File: config.mk
export PLATFORM = sky130hd
export DESIGN_NAME = fft_8p_p2s_out
export DESIGN_NICKNAME = d
export VERILOG_FILES = /design/src/rtl/fft_8p_pkg.sv /design/src/rtl/fft_8p_p2s_out.sv
export SDC_FILE = /design/constraint.sdc
export NUM_CORES = 1
export LEC_CHECK = 0
export ABC_AREA = 0
export CORE_MARGIN = 4
export CORE_UTILIZATION = 49
export DETAILED_ROUTE_END_ITERATION = 16
export GPL_ROUTABILITY_DRIVEN = 0
export PLACE_DENSITY = 0.8
export SLEW_MARGIN = 20
export SYNTH_ARGS = -nofsm -noshare
export SYNTH_HDL_FRONTEND = slang
export SYNTH_SLANG_ARGS = --single-unit
File: constraint.sdc
create_clock -name clk -period 15.88 [get_ports clk]
set_clock_uncertainty 0.2 [all_clocks]
set_input_delay 2.382 -clock clk [delete_from_list [all_inputs] [get_ports clk]]
set_output_delay 2.382 -clock clk [all_outputs]
set_load 0.05 [all_outputs]
File: src/rtl/fft_8p_pkg.sv
`default_nettype none
// ============================================================================
// Module  : fft_8p_pkg
// Purpose : Shared definitions for the 8-point FFT datapath. Used by the
//           input serial-to-parallel stage, the control FSM and the output
//           parallel-to-serial unloader.
// Contents: N_POINTS, IDX_W, unloader state enum, bitrev3 helper.
// Revision: 1.0 - initial release
// ============================================================================
package fft_8p_pkg;

  localparam int N_POINTS = 8;
  localparam int IDX_W    = 3;

  typedef enum logic [0:0] {
    IDLE   = 1'b0,
    STREAM = 1'b1
  } state_t;

  // Reverse the three index bits: natural order <-> bit-reversed FFT order.
  function automatic logic [IDX_W-1:0] bitrev3(input logic [IDX_W-1:0] k);
    return {k[0], k[1], k[2]};
  endfunction

endpackage
`default_nettype wire

File: src/rtl/fft_8p_p2s_out.sv
`default_nettype none
// ============================================================================
// Module  : fft_8p_p2s_out
// Purpose : Output parallel-to-serial unloader for the 8-point FFT. Captures
//           eight complex results on a load pulse and streams them one per
//           beat over valid/ready, optionally in bit-reversed slot order.
// Ports   : clk, reset (async, active-high)
//           load, in_re, in_im        - frame capture (slot j at j*DATA_W)
//           out_valid/out_ready       - stream handshake
//           out_re, out_im, out_idx   - current beat data and beat number
//           out_last                  - marks beat 7
//           busy, done, overrun       - status; clr_err clears overrun
// Revision: 1.0 - initial release
// ============================================================================
module fft_8p_p2s_out
  import fft_8p_pkg::*;
#(
  parameter int DATA_W  = 16,
  parameter bit BIT_REV = 1'b0
) (
  input  logic                       clk,
  input  logic                       reset,
  input  logic                       load,
  input  logic [N_POINTS*DATA_W-1:0] in_re,
  input  logic [N_POINTS*DATA_W-1:0] in_im,
  input  logic                       out_ready,
  output logic                       out_valid,
  output logic [DATA_W-1:0]          out_re,
  output logic [DATA_W-1:0]          out_im,
  output logic [IDX_W-1:0]           out_idx,
  output logic                       out_last,
  output logic                       busy,
  output logic                       done,
  output logic                       overrun,
  input  logic                       clr_err
);

  localparam logic [IDX_W-1:0] C_LAST_K = IDX_W'(N_POINTS - 1);

  state_t              r_state;
  state_t              w_state_nxt;
  logic [IDX_W-1:0]    r_k;
  logic [DATA_W-1:0]   r_buf_re [N_POINTS];
  logic [DATA_W-1:0]   r_buf_im [N_POINTS];
  logic [DATA_W-1:0]   r_out_re;
  logic [DATA_W-1:0]   r_out_im;
  logic                r_done;
  logic                r_overrun;

  logic [DATA_W-1:0]   w_in_re [N_POINTS];
  logic [DATA_W-1:0]   w_in_im [N_POINTS];
  logic                w_stream;
  logic                w_hs;
  logic                w_last_hs;
  logic                w_capture;
  logic                w_ovr_evt;
  logic                w_advance;
  logic [IDX_W-1:0]    w_k_nxt;
  logic [IDX_W-1:0]    w_slot_nxt;

  function automatic logic [IDX_W-1:0] slot_of(input logic [IDX_W-1:0] k);
    return BIT_REV ? bitrev3(k) : k;
  endfunction

  generate
    for (genvar j = 0; j < N_POINTS; j++) begin : g_unpack
      assign w_in_re[j] = in_re[j*DATA_W +: DATA_W];
      assign w_in_im[j] = in_im[j*DATA_W +: DATA_W];
    end
  endgenerate

  assign w_stream  = (r_state == STREAM);
  assign w_hs      = w_stream && out_ready;
  assign w_last_hs = w_hs && (r_k == C_LAST_K);
  // A load is accepted when idle, or when it coincides with the final
  // handshake (back-to-back frames). Any other load while streaming is an
  // overrun and is dropped.
  assign w_capture = load && (!w_stream || w_last_hs);
  assign w_ovr_evt = load && w_stream && !w_last_hs;
  assign w_advance = w_hs && !w_last_hs;
  assign w_k_nxt    = r_k + IDX_W'(1);
  assign w_slot_nxt = slot_of(w_k_nxt);

  // --------------------------------------------------------------------------
  // FSM
  // --------------------------------------------------------------------------
  always_ff @(posedge clk or posedge reset) begin
    if (reset) begin
      r_state <= IDLE;
    end else begin
      r_state <= w_state_nxt;
    end
  end

  always_comb begin
    w_state_nxt = r_state;
    case (r_state)
      IDLE: begin
        if (load) begin
          w_state_nxt = STREAM;
        end
      end
      STREAM: begin
        if (w_last_hs && !load) begin
          w_state_nxt = IDLE;
        end
      end
      default: w_state_nxt = IDLE;
    endcase
  end

  // --------------------------------------------------------------------------
  // Frame buffer (contents are don't-care after reset, so no reset here)
  // --------------------------------------------------------------------------
  always_ff @(posedge clk) begin
    if (w_capture) begin
      for (int j = 0; j < N_POINTS; j++) begin
        r_buf_re[j] <= w_in_re[j];
        r_buf_im[j] <= w_in_im[j];
      end
    end
  end

  // --------------------------------------------------------------------------
  // Beat counter, registered output data and status flags
  // --------------------------------------------------------------------------
  always_ff @(posedge clk or posedge reset) begin
    if (reset) begin
      r_k       <= '0;
      r_out_re  <= '0;
      r_out_im  <= '0;
      r_done    <= 1'b0;
      r_overrun <= 1'b0;
    end else begin
      r_done <= w_last_hs;

      if (w_ovr_evt) begin
        r_overrun <= 1'b1;
      end else if (clr_err) begin
        r_overrun <= 1'b0;
      end

      if (w_capture) begin
        // Beat 0 maps to slot 0 in both orderings, so it is taken straight
        // from the input bus rather than the buffer being written.
        r_k      <= '0;
        r_out_re <= w_in_re[0];
        r_out_im <= w_in_im[0];
      end else if (w_advance) begin
        r_k      <= w_k_nxt;
        r_out_re <= r_buf_re[w_slot_nxt];
        r_out_im <= r_buf_im[w_slot_nxt];
      end
    end
  end

  assign out_valid = w_stream;
  assign busy      = w_stream;
  assign out_last  = w_stream && (r_k == C_LAST_K);
  assign out_idx   = r_k;
  assign out_re    = r_out_re;
  assign out_im    = r_out_im;
  assign done      = r_done;
  assign overrun   = r_overrun;

endmodule
`default_nettype wire

==> Word level (Yosys, flattened, before mapping) <==
Memory sizes are Yosys's and may differ from the RTL's.
Cells that the tools add are included.
{ "word_totals": {"register_bits": 38, "output_inout_bits": 40, "romBits": 0, "ramBits": 256, "latch_bits": 0, "inputBits": 261, "wordCells": 38, "n_memories": 2} }
{ "classes": {"n_shift": 0, "n_mul": 0, "n_eq_ne": 1, "div": 0, "mux": 13, "magnitude_cmp": 0, "bitwise": 1, "addsub": 1, "n_reduce_logical": 14} }
{ "memory_table": {"columns": ["name", "words", "word_bits", "rd", "rd_ports_with_merged_regs", "wr", "line", "source"], "rows": [
  ["r_buf_im", 8, 16, 1, 0, 8, "fft_8p_p2s_out.sv:44", "logic [DATA_W-1:0] r_buf_im [N_POINTS];"],
  ["r_buf_re", 8, 16, 1, 0, 8, "fft_8p_p2s_out.sv:43", "logic [DATA_W-1:0] r_buf_re [N_POINTS];"]
]} }
{ "op_table": {"columns": ["op", "n"], "rows": [
  ["16-bit 2-to-1 mux", 4],
  ["1-bit logical AND", 8],
  ["1-bit 2-to-1 mux", 6],
  ["3-bit 2-to-1 mux", 2],
  ["2-bit nonzero test", 2],
  ["3-bit by 1-bit adder with 3-bit output, second input constant", 1],
  ["3-bit equality test, second input constant", 1],
  ["1-bit zero test", 3],
  ["1-bit one-hot mux with 2 select lines", 1],
  ["1-bit logical OR", 1],
  ["1-bit NOT", 1]
]} }

==> Depth between registers and ports, before layout <==
{ "logic_depth": {"depth_word": 6, "ltp_mapped": 8, "depth_no_buf": 6} }

==> Least setup slack after synthesis <==
No wires, ideal clock.
{ "synth_path": {"path_type": "input -> register", "startpoint": "input port load", "endpoint": "memory r_buf_im[0][0] (enable)", "path_buffers": 2, "arrival_time_ns": 13.934, "path_slack_ns": 0.838, "setup_ns": 0.908, "stages": 3, "required_time_ns": 14.772, "cell_sequence": "buf_2 buf_2 nor2b_1"} }
{ "synth_rtl": {"columns": ["element", "line", "source"], "rows": [
  ["from (decl)", "fft_8p_p2s_out.sv:23", "input logic load,"],
  ["to (decl)", "fft_8p_p2s_out.sv:44", null]
]} }

==> Worst setup path in the final report <==
{ "layout_path": {"startpoint": "register r_k[0] (netlist: out_idx[0])", "endpoint": "output port out_last"} }
{ "layout_between": {"elab_chain_len": 2} }
{ "layout_lines": {"columns": ["element", "line", "source"], "rows": [
  ["from (decl)", "fft_8p_p2s_out.sv:42", "logic [IDX_W-1:0] r_k;"],
  ["from (signal assigned)", "fft_8p_p2s_out.sv:150", "r_k <= w_k_nxt;"],
  ["3-bit equality test", "fft_8p_p2s_out.sv:159", "assign out_last = w_stream && (r_k == C_LAST_K);"],
  ["1-bit logical AND", "fft_8p_p2s_out.sv:159", null],
  ["to (decl)", "fft_8p_p2s_out.sv:31", "output logic out_last,"]
]} }
Every way passes these cells.

==> summary.md <==
| Metric | Value |
|---|---|
| Setup TNS | `0 ns` |
| Status | `complete, no violations` |
| Die Wd | `approximately 160 um` |
| CP Class | `reg2out` |
| Placed wire-length estimate | `roughly 20000 um` |
| Largest net degree at the start of global routing | `98` |
| LEAKAGE | `5.636 nW` |
| Slew margin rel. | `29.88%` |
| Final Setup Violations | `0` |
| Die height | `163.4 um` |
| Max-Cap Viols | `0` |
| Minimum clock period | `5.460 ns` |
| Final Worst Setup Slack | `10.42 ns` |
| Slowest-stage cell, CP | `clkdlybuf4s50_1` |
| Complex-gate fraction of the synthesized area | `8.531%` |
| Hold_buf cts | `0` |
| Share of cells above drive strength 1 | `6.691%` |
| Mux contribution to synthesized area | `10.82%` |
| Synthesized cell area | `11840 um^2` |
| Grt total ovfl | `0` |
| Core area | `23610 um^2` |
| Clk Latency, worst-skew pair | `0.54 ns` |
| Starting DRT DRC Count | `a little over 500` |
| Startpoint Class | `register` |
| WL final | `~31000 um` |
| Gate power share | `between 30 and 40%` |
| Power Density | `170.3 nW/um^2` |
| IO buf count | `300` |
| Number of global-route vias before repair | `8169` |
| WL/cell | `21.93 um` |
| Reg power frac | `36.9%` |
| HP Class | `reg2reg` |
| Clock sink count | `294` |
| Synthesized flop and latch total | `294` |
| Delay of the slowest critical-path stage | `0.82 ns` |
| Sequential area share after synthesis | `72.98%` |
| Cell count after synthesis | `763` |
| Initial core utilization | `50.13%` |
| GR Util All Layers | `between 20 and 25%` |
| Filler cell count | `between 1500 and 2000` |
| DRT Pass-1 Iters | `5` |
| Total number of vias | `7676` |
| Htree depth | `1` |
| Yosys cell types | `29` |
| WP buf/inv | `1` |
| Critical-path cell list | `ha_1, ha_1, and2_1, clkdlybuf4s50_1` |
| Period utilization | `34.39%` |
| Synth Warn # | `0` |
| Initial antenna violation count | `1` |
| Setup crit end kind | `primary output` |
| P_int | `1.736 mW` |
| DRC viols | `0` |
| Crit-path max FO | `34` |
| WP data arrival | `2.88 ns` |
| Synth Area in Simple Gates | `3.879%` |
| Crit path top cell by count | `ha_1` |
| Critical path's top delay family | `buffers and inverters` |
| Post-Synth XOR/XNOR Area | `0%` |
| Switching power total | `977.2 uW` |
| Clock Tree Buf Depth | `3` |
| Final nets | `approximately 1300` |
| Largest cells by area after synthesis | `edfxtp_1, mux2i_1, dfrtp_1` |
| Syn Nets | `1026` |
| P&R area growth vs syn | `34.63%` |
| Slew Limit Fails | `0` |
| Vias per cell | `between 5 and 6` |
| Top cell type's share of synthesized area | `between 60% and 70%` |
| CTS tree | `built` |
| RSZ-0062 raised after global routing | `false` |
| R2R cell count | `6` |
| Post_cts resized | `0` |
| Worst vdd ir | `0.0001041 V` |
| # Post-CTS Setup Buffers | `0` |
| Fmax | `183.1 MHz` |
| Io pins | `301` |
| Largest family of logic cells by synthesized area | `multiplexers` |
| Worst-path clk slew | `0.06 ns` |
| Hold Fails Final Rpt | `0` |
| DRT antenna net count | `0` |
| Root buf cell | `clkbuf_16` |
| Site Rows | `56` |
| Sw frac | `36.02%` |
| Area of the multi-input gates | `2805 um^2` |
| Worst EP required | `13.30 ns` |
| Power share of the clock group | `26.2%` |
| Hold depth | `2` |
| Syn avg cell area | `15.51 um^2` |
| Reg area | `8643 um^2` |
| Largest area contributor in the netlist | `edfxtp_1` |
| CTS buffer count | `30` |
| First-pass GRT wire length | `between 40000 and 50000 um` |
| Critical path depth in cells | `4` |
| Die ar. | `26710 um^2` |
| Adder-cell share of the synthesized area | `0.2114%` |
| Pre-CTS setup slack | `10.10 ns` |
| Tightest Pin Transition | `~1.1 ns` |
[logic make-up (layout without fill, tap and decap cells)]
logic type               after synthesis  count (layout)
AO/OA/AOI/OAI                        169             169
adder cells (fa/ha/maj)                2               2
buffers and inverters                 54             367
flip-flops                           294             294
multiplexers                         128             128
other                                  0               1
AND/OR/NAND/NOR                      116             116
[final timing paths]
check	start	to	slack, ns
max	out_idx[0]	out_last	10.42
min	out_idx[2]	out_idx[2]	0.36
max reg2reg	out_idx[0]	r_buf_re[7][10]	12.10
min reg2reg	out_idx[2]	out_idx[2]	0.36
max in group asynchronous	reset	out_idx[0]	12.64
min in group asynchronous	reset	out_re[3]	2.20
[power groups by stage]
| stage | Clock (mW) | Sequential, mW | Combinational [mW] |
|---|---|---|---|
| 5_1_grt | 0.763 | 1.01 | 1.07 |
| 3_5_place_dp | 0 | 1.01 | 1.00 |
| 6_report | 0.711 | 1.00 | 1.00 |
| 3_3_place_gp | 0 | 1.01 | 0.983 |
| 4_1_cts | 0.722 | 1.00 | 1.01 |
| 2_1_floorplan | 0 | 1.17 | 0.573 |
[state kept, by name, summed over array words and instances (netlist names)]
| signal | flops |
|---|---|
| r_buf_im | 128 |
| r_buf_re | 128 |
| out_im | 16 |
| out_re | 16 |
| out_idx | 3 |
| busy | 1 |
| done | 1 |
| overrun | 1 |
[layout make-up]
type                            count  area share (%)
Sequential cell                   294           54.24
Timing Repair Buffer              307           19.19
Multi-Input combinational cell    415           17.60
Clock buffer                       39           5.308
Tap cell                          319           2.505
Clock inverter                     17           1.044
Inverter                            4         0.09422
Antenna cell                        1         0.01570
[synth_stat cells, drive strengths merged]
master / count
nand2b: 3
dfrtp: 38
clkbuf: 15
nand2: 39
nor3: 1
a21oi: 68
nor2b: 2
and3: 1
o21ai: 5
or2: 2
edfxtp: 256
buf: 35
and2: 1
inv: 4
ha: 2
nor2: 67
a211oi: 32
mux2i: 128
o22ai: 64
[tightest hold or removal path, delay by kind of cell, from the launching register on]
family	cells	cell delay, ns
and+or+nand+nor	1	0.07
DFF	1	0.39
AOI/OAI and AO/OA	1	0.06
[cell usage in the layout, fill, tap and decap left out, types with 2 or more instances in the layout]
cell,instances
clkbuf_8,4
a211oi_1,32
buf_4,5
a21oi_1,68
clkbuf_16,31
bufinv_16,3
clkinvlp_4,3
o21ai_1,3
inv_2,3
nor2_1,66
nand2_1,39
or2_2,2
clkdlybuf4s50_1,299
ha_1,2
edfxtp_1,256
mux2i_1,128
buf_6,2
clkinv_2,10
clkbuf_1,4
o22ai_1,64
nand2b_2,3
dfrtp_1,36
[layer usage]
metal	vias up	part of all wire, %	global-route usage, %
met5	-	0	0
li1	3510	-	-
met2	319	52	39.68
met1	3796	37	26.27
met4	0	2.2	6.405
met3	51	8.7	6.485
[per-stage QoR]
step	instance area (um^2)	total power [mW]	utilization (%)	instances	hold WS (ns)
floorplan	11840	1.741	-	763	0.4574
global placement	14910	1.994	63.16	1339	0.3220
detailed placement	14910	2.016	63.16	1339	0.3420
CTS	15930	2.733	67.44	1395	0.3576
global route	15940	2.839	67.49	1396	0.3867
finish	15940	2.713	67.49	1396	0.3605
Power figures use the tool's default switching activity.
